`src/rtl/uart_tx_if.sv`:
```
// Handshake bundle between the data source and the UART transmitter.
// The producer drives the word and request, and watches TX_OUT/Busy.
interface uart_tx_if #(
   parameter int DATA_LENGTH = 8
);
   logic [DATA_LENGTH-1:0] P_DATA;
   logic                   DATA_VALID;
   logic                   PAR_EN;
   logic                   PAR_TYP;
   logic                   TX_OUT;
   logic                   Busy;

   modport master (
      output P_DATA, DATA_VALID, PAR_EN, PAR_TYP,
      input  TX_OUT, Busy
   );

   modport slave (
      input  P_DATA, DATA_VALID, PAR_EN, PAR_TYP,
      output TX_OUT, Busy
   );
endinterface

```
`src/rtl/uart_tx.sv`:
```
// UART transmitter clocked at the baud rate: one clock period per bit.
// Frame = start(0), data LSB first, optional parity, stop(1).
// TX_OUT and Busy come straight from flops.
module uart_tx #(
   parameter int DATA_LENGTH = 8
) (
   input  logic     CLK,
   input  logic     RST,
   uart_tx_if.slave bus
);
   localparam int CW = $clog2(DATA_LENGTH + 1);

   typedef enum logic [2:0] {IDLE, START, DATA, PARITY, STOP} state_t;

   state_t                 r_state;
   logic [DATA_LENGTH-1:0] r_data;     // latched word, shifted right as bits go out
   logic [CW-1:0]          r_cnt;      // data bits already driven onto the line
   logic                   r_par_en;
   logic                   r_par_bit;  // parity computed once, from the word at acceptance
   logic                   r_tx;
   logic                   r_busy;

   assign bus.TX_OUT = r_tx;
   assign bus.Busy   = r_busy;

   // Frame sequencer; each state's output is the bit currently on the line.
   always_ff @(posedge CLK or negedge RST) begin
      if (!RST) begin
         r_state   <= IDLE;
         r_data    <= '0;
         r_cnt     <= '0;
         r_par_en  <= 1'b0;
         r_par_bit <= 1'b0;
         r_tx      <= 1'b1;
         r_busy    <= 1'b0;
      end else begin
         case (r_state)
            IDLE: begin
               r_tx   <= 1'b1;
               r_busy <= 1'b0;
               if (bus.DATA_VALID) begin
                  // PAR_TYP only matters through the parity bit, so it is
                  // folded in here rather than kept as its own register.
                  r_data    <= bus.P_DATA;
                  r_par_en  <= bus.PAR_EN;
                  r_par_bit <= (^bus.P_DATA) ^ bus.PAR_TYP;
                  r_cnt     <= '0;
                  r_tx      <= 1'b0;
                  r_busy    <= 1'b1;
                  r_state   <= START;
               end
            end
            START: begin
               r_tx    <= r_data[0];
               r_data  <= r_data >> 1;
               r_cnt   <= CW'(1);
               r_state <= DATA;
            end
            DATA: begin
               if (r_cnt == CW'(DATA_LENGTH)) begin
                  if (r_par_en) begin
                     r_tx    <= r_par_bit;
                     r_state <= PARITY;
                  end else begin
                     r_tx    <= 1'b1;
                     r_state <= STOP;
                  end
               end else begin
                  r_tx   <= r_data[0];
                  r_data <= r_data >> 1;
                  r_cnt  <= r_cnt + CW'(1);
               end
            end
            PARITY: begin
               r_tx    <= 1'b1;
               r_state <= STOP;
            end
            STOP: begin
               // Busy drops here, so the next request lands one idle bit later.
               r_tx    <= 1'b1;
               r_busy  <= 1'b0;
               r_state <= IDLE;
            end
            default: begin
               r_tx    <= 1'b1;
               r_busy  <= 1'b0;
               r_state <= IDLE;
            end
         endcase
      end
   end
endmodule

```
`src/flat_wrapper.sv`:
```
// flat-port wrapper written by rule: the top's interface ports become plain ports
module uart_tx_flat 
#(
   parameter int DATA_LENGTH = 8
)
  (CLK, RST, bus_P_DATA, bus_DATA_VALID, bus_PAR_EN, bus_PAR_TYP, bus_TX_OUT, bus_Busy);
  uart_tx_if #(.DATA_LENGTH(DATA_LENGTH)) bus_i ();
  input  logic CLK;
  input  logic RST;
  input wire logic [$bits(bus_i.P_DATA)-1:0] bus_P_DATA;
  input wire logic [$bits(bus_i.DATA_VALID)-1:0] bus_DATA_VALID;
  input wire logic [$bits(bus_i.PAR_EN)-1:0] bus_PAR_EN;
  input wire logic [$bits(bus_i.PAR_TYP)-1:0] bus_PAR_TYP;
  output wire logic [$bits(bus_i.TX_OUT)-1:0] bus_TX_OUT;
  output wire logic [$bits(bus_i.Busy)-1:0] bus_Busy;
  assign bus_i.P_DATA = bus_P_DATA;
  assign bus_i.DATA_VALID = bus_DATA_VALID;
  assign bus_i.PAR_EN = bus_PAR_EN;
  assign bus_i.PAR_TYP = bus_PAR_TYP;
  assign bus_TX_OUT = bus_i.TX_OUT;
  assign bus_Busy = bus_i.Busy;
  uart_tx #(.DATA_LENGTH(DATA_LENGTH)) u_core (.CLK(CLK), .RST(RST), .bus(bus_i));
endmodule
```
`config.mk`:
```
export PLATFORM = sky130hd
export DESIGN_NAME = uart_tx_flat
export DESIGN_NICKNAME = d
export VERILOG_FILES = /design/src/rtl/uart_tx_if.sv /design/src/rtl/uart_tx.sv /design/src/flat_wrapper.sv
export SDC_FILE = /design/constraint.sdc
export NUM_CORES = 1
export LEC_CHECK = 0
export CAP_MARGIN = 10
export CORE_UTILIZATION = 55
export CTS_CLUSTER_DIAMETER = 150
export DETAILED_ROUTE_END_ITERATION = 8
export DONT_BUFFER_PORTS = 1
export MAX_ROUTING_LAYER = met4
export PLACE_DENSITY = 0.82
export SETUP_SLACK_MARGIN = 0.05
export SKIP_LAST_GASP = 1
export SLEW_MARGIN = 0
export SYNTH_ARGS = -nofsm -noshare
export SYNTH_HDL_FRONTEND = slang
export SYNTH_SLANG_ARGS = --single-unit
```
`constraint.sdc`:
```
create_clock -name CLK -period 1.9 [get_ports CLK]
set_input_delay 0.38 -clock CLK [delete_from_list [all_inputs] [get_ports CLK]]
set_output_delay 0.38 -clock CLK [all_outputs]
set_load 0.02 [all_outputs]
```
# Word level (Yosys, flattened, before mapping)
# Index checks and enable logic that the tools add are counted.
dict set report word_totals {
  ff_bits 19
  output_inout_bits 2
  word_cells 39
}
dict set report classes {
  addsub 1
  n_eq_ne 7
  mux 16
  bitwise_logic 1
  reduce_logical 7
}
# operator n
set op_table {}
lappend op_table {{case mux 8 bit (3 select lines)} 1}
lappend op_table {{two-way mux 8 bit} 2}
lappend op_table {{case mux 3 bit (4 select lines)} 1}
lappend op_table {{case mux 4 bit (3 select lines)} 1}
lappend op_table {{two-way mux 3 bit} 3}
lappend op_table {{two-way mux 4 bit} 2}
lappend op_table {{XOR reduction 8 bit} 1}
lappend op_table {{== test 3 x 2 -> 1 bit (second input constant)} 2}
lappend op_table {{adder 4 x 1 -> 4 bit (second input constant)} 1}
lappend op_table {{== test 4 bit (second input constant)} 1}
lappend op_table {{two-way mux 1 bit} 4}
lappend op_table {{inequality test 2 bit (second input constant)} 2}
lappend op_table {{AND reduction 2 bit} 2}
lappend op_table {{== test 3 x 1 -> 1 bit (second input constant)} 1}
lappend op_table {{logical NOT 3 bit} 1}
lappend op_table {{case mux 1 bit (3 select lines)} 1}
lappend op_table {{AND reduction 3 bit} 1}
lappend op_table {{nonzero test 3 bit} 1}
lappend op_table {{OR reduction 3 bit} 1}
lappend op_table {{inequality test 2 x 1 -> 1 bit (second input constant)} 1}
lappend op_table {{case mux 1 bit (2 select lines)} 1}
lappend op_table {{bitwise XOR 1 bit} 1}

# Longest topological paths before layout
# Gate-level depths: netlist (run 1).
dict set report depth {
  depth_word 3
  mapped_depth 7
  mapped_depth_nobuf 6
}

# Least setup slack after synthesis (run 1)
# OpenSTA, ideal clock, no wires.
dict set report synth_timing {
  kind {register to register}
  start {reg u_core.r_cnt[0]}
  end {reg u_core.r_data[0]}
  setup_time_ps 125
  arrival_time_ps 1638
  required_time_ps 1775
  path_slack_ps 137
  path_stages_with_launch 8
  n_path_buf 1
  path_cell_list {dfrtp_1 -> inv_1 -> ha_1 -> and3b_1 -> buf_6 -> o21a_4 -> nor2_8 -> mux2_4}
}
dict set report synth_via {
  elab_chain_len 3
}
# element line
set synth_lines {}
lappend synth_lines {{start: declaration} uart_tx.sv:17} ;# logic [CW-1:0] r_cnt;
lappend synth_lines {{start signal: assignment} uart_tx.sv:71} ;# r_cnt <= r_cnt + CW'(1);
lappend synth_lines {{== test 4 bit} uart_tx.sv:60} ;# if (r_cnt == CW'(DATA_LENGTH)) begin
lappend synth_lines {{inequality test 2 bit (no line)} n/a}
lappend synth_lines {{AND reduction 3 bit (no line)} n/a}
lappend synth_lines {{end signal: assignment} uart_tx.sv:44} ;# r_data <= bus.P_DATA;
lappend synth_lines {{end signal: assignment} uart_tx.sv:55} ;# r_data <= r_data >> 1;
lappend synth_lines {{end signal: assignment} uart_tx.sv:70} ;# r_data <= r_data >> 1;
lappend synth_lines {{end: declaration} uart_tx.sv:16} ;# logic [DATA_LENGTH-1:0] r_data;
# No other way between the ends.
# A chain may end at the register's enable or synchronous reset.

# Worst setup path after layout (run 1)
dict set report layout_timing {
  start {reg u_core.r_cnt[0]}
  end {reg u_core.r_data[1]}
}
# The elaborated chain is that of the path after synthesis.

==> impl_metrics.yaml, run 1 <==
synthesis:
  synthFlopType: "dfrtp_1"
  synthXorXnorAreaFrac: 0.0643
  syn-num-nets: 116
  synth_compound_area_frac: 0.128
  synth_edf_count: 0
  syn_area_mm2: 0.00117
  synth_area_leaders: "dfrtp_1 (39%), mux2_4 (10%), mux2_1 (6.8%)"
  yosys-top-cells-count: "dfrtp_1 (18), mux2_4 (8), o21ai_0 (8), mux2_1 (7)"
  synth_cell_types: 42
  synth_top_family_by_area: "multiplexers"
  synthSimpleGateAreaFrac: 0.135
  synth_top_area_share: 0.386
  synth.most_common_cell: "dfrtp_1"
  async_reset_ff_frac: 1.00
  muxShareOfSynthArea: 0.198
  ys_seq_area_frac: 0.408
  synth_seq_cells: 19
  synthCells: 101
  synthAdderAreaFrac: 0.0214
  yosys.area.top_type: "dfrtp_1"
  avgSynthCellArea_um2: 11.6
  yosys_warnings: 0
cts:
  clk_pin_slew_ns: 0.11
  clockRootBuffer: "clkbuf_4"
  htree_num_levels: 1
  cts_tree: "built"
  worst_skew_pair.late_latency_ns: 0.30
  cts.sink_count: 19
  cts_buffers: 3
  cts_buffer_depth: 2
timing:
  hold_viol_final: 0
  setup_viol: 0
  setup_tns_ns: 0
  rsz0062_at_grt: "yes"
  finClkSkew_ns: 0.0110
  fmax_mhz: 565
  layout_setup_ws_ns: 0.130
  worst_pin_slew_ns: 0.836
  min_period_ns: 1.77
  max_slew_margin: 0.441
  fin_crit_sh: 0.932
  slew_viol_final: 0
grt:
  grt-ovfl-total: 0
  antenna_found_initial: 0
  grtUsageTotal: 0.216
  grt_pass1_vias: 730
  grt_pass1_wl_mm: 3.18
  grt_max_degree: 20
worst_setup_path:
  crit_family: "flip-flops"
  endpoint_kind: "flip-flop"
  startpoint_type: "flip-flop"
  cp_cell_sequence: "inv_1 > ha_1 > and3b_1 > o21a_4 > nor2_8 > mux2_4"
  crit_type: "flip-flop to flip-flop"
  cpPeakStageDelay_ns: 0.44
  worstPathMaxFanout: 9
  crit_cells: 6
  r2r_cells: 6
  cpMaxStageDelayCell: "dfrtp_1"
  critPathBufInv: 1
  worst_ep_arrival_time_ns: 1.96
  worstPathRequired_ns: 2.09
drt:
  drtIter0Drc: 5
  wl_per_cell_um: 15.1
  drcViolationCount: 0
  postRouteAntennaNets: 0
  vias_per_cell: 5.76
  drt-pass1-iter-count: 3
  finalWirelength_mm: 2.01
  vias: 766
die:
  dieHeight_um: 48.1
  ios: 15
  coreArea_mm2: 0.00198
  die-area_mm2: 0.00231
  rows: 16
  initial_core_util: 0.589
  die_w_um: 48.1
place:
  place_ws_ns: 0.135
  gp_congestion: 0.864
  port_buffers: 0
  place_area_mm2: 0.00120
  dp.final_hpwl_mm: 1.56
  dpl.cell_count: 127
finish:
  n_antenna_cell: 0
  nets: 122
  area_delta_synth_final_pct: 7.07
  final-instance-count-excl-fill: 133
  drive_above_1_share: 0.236
  fin_area_mm2: 0.00125
power_and_ir_drop:
  power_density_mw_per_mm2: 1630
  ir_worst_vdd_v: 0.00107
  p_leak_uw: 0.000547
worst_hold_path:
  hold_path.class: "input port to flip-flop"
  min_path_cells: 1
flow_run:
  maxCapViolCount: 0
run_status:
  status: "finished clean"
-- layout make-up --
class / count / area (um^2)
clock buffers: 3 / 22.5
clock inverters: 1 / 5.00
fillers: 163 / 732
inverters: 5 / 18.8
multi-input cells: 71 / 638
flip-flops and latches: 19 / 477
well taps: 27 / 33.8
repair buffers: 7 / 55.1
-- sequential cells by signal (all words and copies together), names as in the netlist --
register / cells
u_core.bus.Busy: 1
u_core.bus.TX_OUT: 1
u_core.r_cnt: 4
u_core.r_data: 8
u_core.r_par_bit: 1
u_core.r_par_en: 1
u_core.r_state: 3
-- layer usage --
| metal | wire [um] | vias up | global-route usage |
|---|---|---|---|
| met4 | 27 | 0 | 0.0667 |
| met5 | 0 | - | - |
| met3 | 71 | 4 | 0.0679 |
| met2 | 1020 | 13 | 0.343 |
| li1 | - | 373 | - |
| met1 | 892 | 376 | 0.259 |
-- cells in the final DEF, fill, tap and decap left out, types with 2 or more instances in the layout --
master    count
o21ai_0       8
nor4_1        2
nor2b_1       2
buf_4         6
nand2b_1      2
clkbuf_4      3
dfrtp_1      18
a21oi_1       3
mux2_4        8
ha_1          2
inv_1         5
mux2_1        7
nand3_1       4
mux2_2        2
nor2_1        2
xnor2_1       5
-- through the flow --
stage	utilization	power (uW)	hold slack, ns
after floorplan	-	1630	0.0844
after global placement	0.608	1760	0.0849
after detailed placement	0.608	1820	0.0848
after CTS	0.627	2040	0.212
after global routing	0.631	2190	0.193
final	0.631	2040	0.221
-- what timing repair did --
item,in CTS,in global routing
endpoints found under the hold margin,19,0
hold buffers,1,0
setup endpoints to repair,0,6
gates resized for setup,0,0
setup buffers,0,1
-- report_power, final --
part,switching (uW),internal [uW]
logic,446,615
registers,174,601
clock network,124,78.5
-- cell families (layout without fill, tap and decap cells) --
logic type,Yosys count,after routing
buffers and inverters,11,16
AND/OR/NAND/NOR,23,23
multiplexers,18,18
AO/OA/AOI/OAI,21,21
flip-flops,19,19
adder cells (fa/ha/maj),2,2
XOR/XNOR,7,7
-- worst paths after layout --
path                                     to        startpoint  slack, ns
setup / recovery           u_core.r_data[1]   u_core.r_cnt[0]       0.13
hold / removal              u_core.r_par_en        bus_PAR_EN       0.22
setup reg to reg           u_core.r_data[1]   u_core.r_cnt[0]       0.13
hold reg to reg            u_core.r_data[4]  u_core.r_data[4]       0.52
max in group asynchronous   u_core.r_cnt[3]               RST       0.77
min in group asynchronous  u_core.r_data[2]               RST       0.61
Power figures use the tool's default switching activity.
==> run 2, diff against run 1 <==
--- a/config.mk
+++ b/config.mk
@@ -7,9 +7,11 @@
 export LEC_CHECK = 0
 export CAP_MARGIN = 10
 export CORE_UTILIZATION = 55
+export CTS_BUF_LIST = sky130_fd_sc_hd__clkbuf_4
 export CTS_CLUSTER_DIAMETER = 150
 export DETAILED_ROUTE_END_ITERATION = 8
 export DONT_BUFFER_PORTS = 1
+export GPL_TIMING_DRIVEN = 0
 export MAX_ROUTING_LAYER = met4
 export PLACE_DENSITY = 0.82
 export SETUP_SLACK_MARGIN = 0.05
==> constraint.sdc (replaced) <==
create_clock -name CLK -period 1.9 [get_ports CLK]
set_input_delay 0.095 -clock CLK [delete_from_list [all_inputs] [get_ports CLK]]
set_output_delay 0.095 -clock CLK [all_outputs]
set_load 0.02 [all_outputs]
==> run 2 against run 1 <==
Compared with the run above:
- register-to-register slack worse by 0.03 ns
- global-route usage is 0.64 points higher
- total power is 7.1% higher
- hold slack worse by 0.17 ns
- final area is 4.3% higher
- sequential power is 5.0% lower
- setup slack worse by 0.031 ns
- critical path type unchanged
- critical endpoint is now u_core.r_data[2]
- largest cell class unchanged
==> impl_metrics.yaml, run 2 (same netlist as run 1, synthesis figures left out) <==
worst_setup_path:
  r2r_slack_ns: 0.1
  r2r-start: "u_core.r_state[1]"
  worstPathMaxFanout: 10
  crit_type: "flip-flop to flip-flop"
  startpoint_type: "flip-flop"
  reg2reg_to: "u_core.r_data[2]"
  endpoint_kind: "flip-flop"
  worst_ep_arrival_time_ns: 2.00
  r2r_cells: 6
  worstPathRequired_ns: 2.09
drt:
  drt-pass1-iter-count: 4
  vias: 796
  drcViolationCount: 0
  drtIter0Drc: 15
  postRouteAntennaNets: 0
  finalWirelength_mm: 2.21
  wl_per_cell_um: 15.8
  vias_per_cell: 5.69
run_status:
  status: "finished clean"
power_and_ir_drop:
  seqPwrFrac: 0.337
  combPwrFrac: 0.568
  power_density_mw_per_mm2: 1670
  finalPower_uw: 2180
  p_clk_frac: 0.095
  intPower_uw: 1370
  p_leak_uw: 0.000574
  switchingPower_uw: 812
  switching_share: 0.372
  ir_worst_vdd_v: 0.00103
timing:
  hold_viol_final: 0
  rsz0062_at_grt: "no"
  fmax_mhz: 555
  setup_viol: 0
  fin_crit_sh: 0.948
  min_period_ns: 1.80
  max_slew_margin: 0.438
  slew_viol_final: 0
  finClkSkew_ns: 0.000767
  setup_tns_ns: 0
  worst_pin_slew_ns: 0.840
place:
  port_buffers: 0
  gp_congestion: 0.777
  dp.final_hpwl_mm: 1.48
cts:
  clk_pin_slew_ns: 0.11
  cts_buffer_depth: 2
  worst_skew_pair.late_latency_ns: 0.29
  cts_buffers: 3
  htree_num_levels: 1
  clockRootBuffer: "clkbuf_4"
  cts_tree: "built"
  cts.sink_count: 19
finish:
  reg_top3: "u_core.r_data: 8 flops, u_core.r_cnt: 4 flops, u_core.r_state: 3 flops"
  n_antenna_cell: 0
  area_delta_synth_final_pct: 11.7
  largest_reg_flops: 8
  regMostFlops: "u_core.r_data"
  final_common_cell: "dfrtp_1"
  nets: 129
  drive_above_1_share: 0.274
  most-common-layout-cells: "dfrtp_1 (18), mux2_4 (9), o21ai_0 (8)"
die:
  die-area_mm2: 0.00231
  dieHeight_um: 48.1
  initial_core_util: 0.589
  ios: 15
  die_w_um: 48.1
  rows: 16
  coreArea_mm2: 0.00198
grt:
  grt_max_degree: 20
  grt-ovfl-total: 0
  grtUsageTotal: 0.222
  antenna_found_initial: 0
  grt_pass1_vias: 720
  grt_pass1_wl_mm: 3.35
worst_hold_path:
  min_path_cells: 2
  holdPathEnd: "u_core.r_data[6]"
  min-delay-start: "bus_P_DATA[6]"
  hold_path.class: "input port to flip-flop"
flow_run:
  maxCapViolCount: 0
[run 2: changes by cell type in the layout (fill, tap and decap cells not counted)]
cell | previous run | this run
ha_2 | 0 | 1
mux2_1 | 7 | 6
clkbuf_1 | 0 | 2
buf_4 | 6 | 5
dlygate4sd3_1 | 1 | 2
mux2_4 | 8 | 9
nor2_4 | 0 | 1
ha_1 | 2 | 1
buf_2 | 0 | 3
buf_6 | 0 | 1
[run 2: worst max-delay path, cell delays in order, from the launching register on]
cell      delay [ns]
dfrtp_1         0.39
buf_2           0.17
nand2b_2        0.22
a21oi_4         0.16
buf_4           0.16
mux2_1          0.33
mux2_4          0.26
[run 2: power by group through the flow]
| stage | Sequential, uW | Clock, uW | Combinational (uW) |
|---|---|---|---|
| after detailed placement | 755 | 0 | 1050 |
| final | 736 | 208 | 1240 |
| after CTS | 737 | 215 | 1130 |
| after global routing | 767 | 229 | 1340 |
| after global placement | 743 | 0 | 1010 |
| after floorplan | 717 | 0 | 911 |
[run 2: worst max path at each step]
stage,endpoint,slack [ns],depth (start not counted),from
floorplan,u_core.r_data[0],0.14,7,u_core.r_cnt[0]
global placement,u_core.r_data[7],0.04,7,u_core.r_cnt[0]
detailed placement,u_core.r_data[3],0.004,7,u_core.r_cnt[0]
CTS,u_core.r_data[5],0.07,5,u_core.r_state[1]
global route,u_core.r_data[2],0.03,6,u_core.r_state[1]
finish,u_core.r_data[2],0.1,6,u_core.r_state[1]
[run 2: final cells by class]
cell class              instances  area [um^2]
repair buffers                  7         57.6
flip-flops and latches         19          477
clock buffers                   3         22.5
inverters                       5         18.8
fillers                       155          678
plain buffers                   6         33.8
multi-input cells              72          656
well taps                      27         33.8
clock inverters                 1         5.00
[run 2: repair_timing]
item                                    in CTS  in global routing
resized for setup                            0                  2
pin swaps                                    2                  3
gates cloned                                 0                  1
buffers inserted                             2                  3
hold buffers                                 2                  0
endpoints found under the setup margin       8                  9
endpoints found under the hold margin       20                  0
[run 2: stage by stage]
step | setup WS, ns | hold slack [ns] | util | cells | cell area [um^2]
floorplan | 0.137 | -0.201 | - | 101 | 1170
global placement | 0.0410 | -0.200 | 0.606 | 128 | 1200
detailed placement | 0.00447 | -0.200 | 0.606 | 128 | 1200
CTS | 0.0689 | 0.0456 | 0.638 | 136 | 1260
global route | 0.0319 | 0.0452 | 0.658 | 140 | 1300
finish | 0.0982 | 0.0527 | 0.658 | 140 | 1300
[run 2: layer usage]
metal,vias to the layer above,track usage,wire length (um)
li1,388,-,-
met1,394,0.291,1030
met3,2,0.0491,64
met4,0,0.0889,15
met2,12,0.332,1100
met5,-,-,0
==> run 3, diff against run 2 <==
--- a/config.mk
+++ b/config.mk
@@ -7,14 +7,14 @@
 export LEC_CHECK = 0
 export CAP_MARGIN = 10
 export CORE_UTILIZATION = 55
-export CTS_BUF_LIST = sky130_fd_sc_hd__clkbuf_4
+export CTS_BUF_LIST = sky130_fd_sc_hd__clkbuf_8
 export CTS_CLUSTER_DIAMETER = 150
 export DETAILED_ROUTE_END_ITERATION = 8
 export DONT_BUFFER_PORTS = 1
 export GPL_TIMING_DRIVEN = 0
 export MAX_ROUTING_LAYER = met4
-export PLACE_DENSITY = 0.82
-export SETUP_SLACK_MARGIN = 0.05
+export PLACE_DENSITY = 0.79
+export SETUP_SLACK_MARGIN = 0.5
 export SKIP_LAST_GASP = 1
 export SLEW_MARGIN = 0
 export SYNTH_ARGS = -nofsm -noshare
==> constraint.sdc (replaced) <==
create_clock -name CLK -period 2.3 [get_ports CLK]
set_input_delay 0.115 -clock CLK [delete_from_list [all_inputs] [get_ports CLK]]
set_output_delay 0.115 -clock CLK [all_outputs]
set_load 0.02 [all_outputs]
==> run 3 against run 2 <==
Compared with the run above:
- hold slack gained 0.058 ns
- count of clock-buffer cells in the layout is the same
- final area grew 5.8%
- combinational power shrank 9.7%
- routed wire length grew 1.4%
- fmax grew 0.49%
- largest power group unchanged
- critical path type unchanged
==> impl_metrics.yaml, run 3 (same netlist as run 1, synthesis figures left out) <==
power_and_ir_drop:
  p_leak_uw: 0.000604
  ir_worst_vdd_v: 0.000798
  power_density_mw_per_mm2: 1430
worst_setup_path:
  r2r_slack_ns: 0.51
  crit_path_end: "u_core.r_data[7]"
  critPathBufInv: 3
  crit_top_cell: "buf_6"
  cp_cell_sequence: "inv_2 > ha_4 > and3b_1 > buf_6 > o21a_4 > nor2_8 > buf_6 > mux2_4"
  worstPathMaxFanout: 4
  cpMaxStageDelayCell: "dfrtp_1"
  r2r_cells: 8
  crit_cells: 8
  crit_type: "flip-flop to flip-flop"
  endpoint_kind: "flip-flop"
  worst_ep_arrival_time_ns: 1.94
  worstPathRequired_ns: 2.45
  r2r-start: "u_core.r_cnt[0]"
  crit_start: "u_core.r_cnt[0]"
  startpoint_type: "flip-flop"
  cpPeakStageDelay_ns: 0.39
  crit_family: "flip-flops"
  reg2reg_to: "u_core.r_data[7]"
grt:
  antenna_found_initial: 0
  grt_pass1_wl_mm: 3.53
  grtUsageTotal: 0.244
  grt_pass1_vias: 748
  grt_max_degree: 20
  grt-ovfl-total: 0
cts:
  worst_skew_pair.late_latency_ns: 0.26
  cts_buffers: 3
  htree_num_levels: 1
  clk_pin_slew_ns: 0.07
  cts_tree: "built"
  cts.sink_count: 19
  clockRootBuffer: "clkbuf_8"
  cts_buffer_depth: 2
finish:
  regMostFlops: "u_core.r_data"
  drive_above_1_share: 0.293
  area_delta_synth_final_pct: 18.1
  fin_area_mm2: 0.00138
  nets: 132
  largest_reg_flops: 8
  most-common-layout-cells: "dfrtp_1 (18), o21ai_0 (8), mux2_4 (8)"
  num-fill-cells: 140
  final_common_cell: "dfrtp_1"
  reg_top3: "u_core.r_data: 8 flops, u_core.r_cnt: 4 flops, u_core.r_state: 3 flops"
  n_antenna_cell: 0
die:
  dieHeight_um: 48.1
  die_w_um: 48.1
  coreArea_mm2: 0.00198
  rows: 16
  die-area_mm2: 0.00231
  initial_core_util: 0.589
  ios: 15
timing:
  min_period_ns: 1.79
  setup_tns_ns: 0
  finClkSkew_ns: 0.00373
  rsz0062_at_grt: "yes"
  slew_viol_final: 0
  max_slew_margin: 0.461
  setup_viol: 0
  worst_pin_slew_ns: 0.806
  fin_crit_sh: 0.780
  fmax_mhz: 558
  hold_viol_final: 0
drt:
  drt-pass1-iter-count: 4
  vias: 828
  wl_per_cell_um: 15.7
  vias_per_cell: 5.79
  drcViolationCount: 0
  postRouteAntennaNets: 0
  finalWirelength_mm: 2.24
  drtIter0Drc: 24
worst_hold_path:
  hold_path.class: "input port to flip-flop"
place:
  dp.final_hpwl_mm: 1.43
  port_buffers: 0
  place_area_mm2: 0.00120
  gp_congestion: 0.901
run_status:
  status: "finished clean"
flow_run:
  maxCapViolCount: 0
## run 3: cell types whose count changed in the layout (fill, tap and decap cells not counted), sizes merged
cell,before,now
nor2,4,3
clkinvlp,0,1
clkinv,1,0
buf,9,13
## run 3: cell type report
| cell class | instances | area, um^2 | area share |
|---|---|---|---|
| Inverter | 5 | 18.8 | 0.0136 |
| Buffer | 6 | 33.8 | 0.0245 |
| Multi-Input combinational cell | 71 | 656 | 0.476 |
| Sequential cell | 19 | 477 | 0.346 |
| Tap cell | 27 | 33.8 | 0.0245 |
| Clock buffer | 3 | 41.3 | 0.0299 |
| Timing Repair Buffer | 11 | 111 | 0.0808 |
| Clock inverter | 1 | 7.51 | 0.00544 |
## run 3: power breakdown
part           switching [uW]  internal [uW]
Sequential                117            497
Clock                     113            122
Combinational             471            647
Total                     701           1270
## run 3: through the flow
stage          setup slack (ns)   util  power (uW)  instances  hold slack (ns)
5_1_grt                   0.455  0.696        2110        143            0.108
3_3_place_gp              0.425  0.606        1450        128           -0.180
4_1_cts                   0.507  0.672        1920        139          0.00171
3_5_place_dp              0.411  0.606        1490        128           -0.180
2_1_floorplan             0.537      -        1340        101           -0.181
6_report                  0.507  0.696        1970        143            0.111
## run 3: layer usage
| metal | vias to the layer above | GRT usage | share of wire |
|---|---|---|---|
| met3 | 4 | 0.106 | 0.066 |
| met4 | 0 | 0.0944 | 0.014 |
| met5 | - | - | 0 |
| met2 | 36 | 0.357 | 0.52 |
| li1 | 392 | - | - |
| met1 | 396 | 0.294 | 0.40 |
## run 3: timing repair
action	4_1_cts	5_1_grt
gates resized for setup	5	3
endpoints found under the setup margin	8	9
pin swaps	2	3
hold buffers	1	1
setup buffers	6	3
hold endpoints to repair	19	1
## run 3: worst min path at each step
stage	from	slack (ns)	cells past startpoint	end
finish	bus_P_DATA[2]	0.11	2	u_core.r_data[2]
global route	bus_P_DATA[0]	0.11	2	u_core.r_data[0]
CTS	bus_PAR_EN	0.002	1	u_core.r_par_en
detailed placement	RST	-0.18	0	u_core.r_data[0]
global placement	RST	-0.18	0	u_core.r_data[0]
floorplan	RST	-0.18	0	u_core.bus.Busy
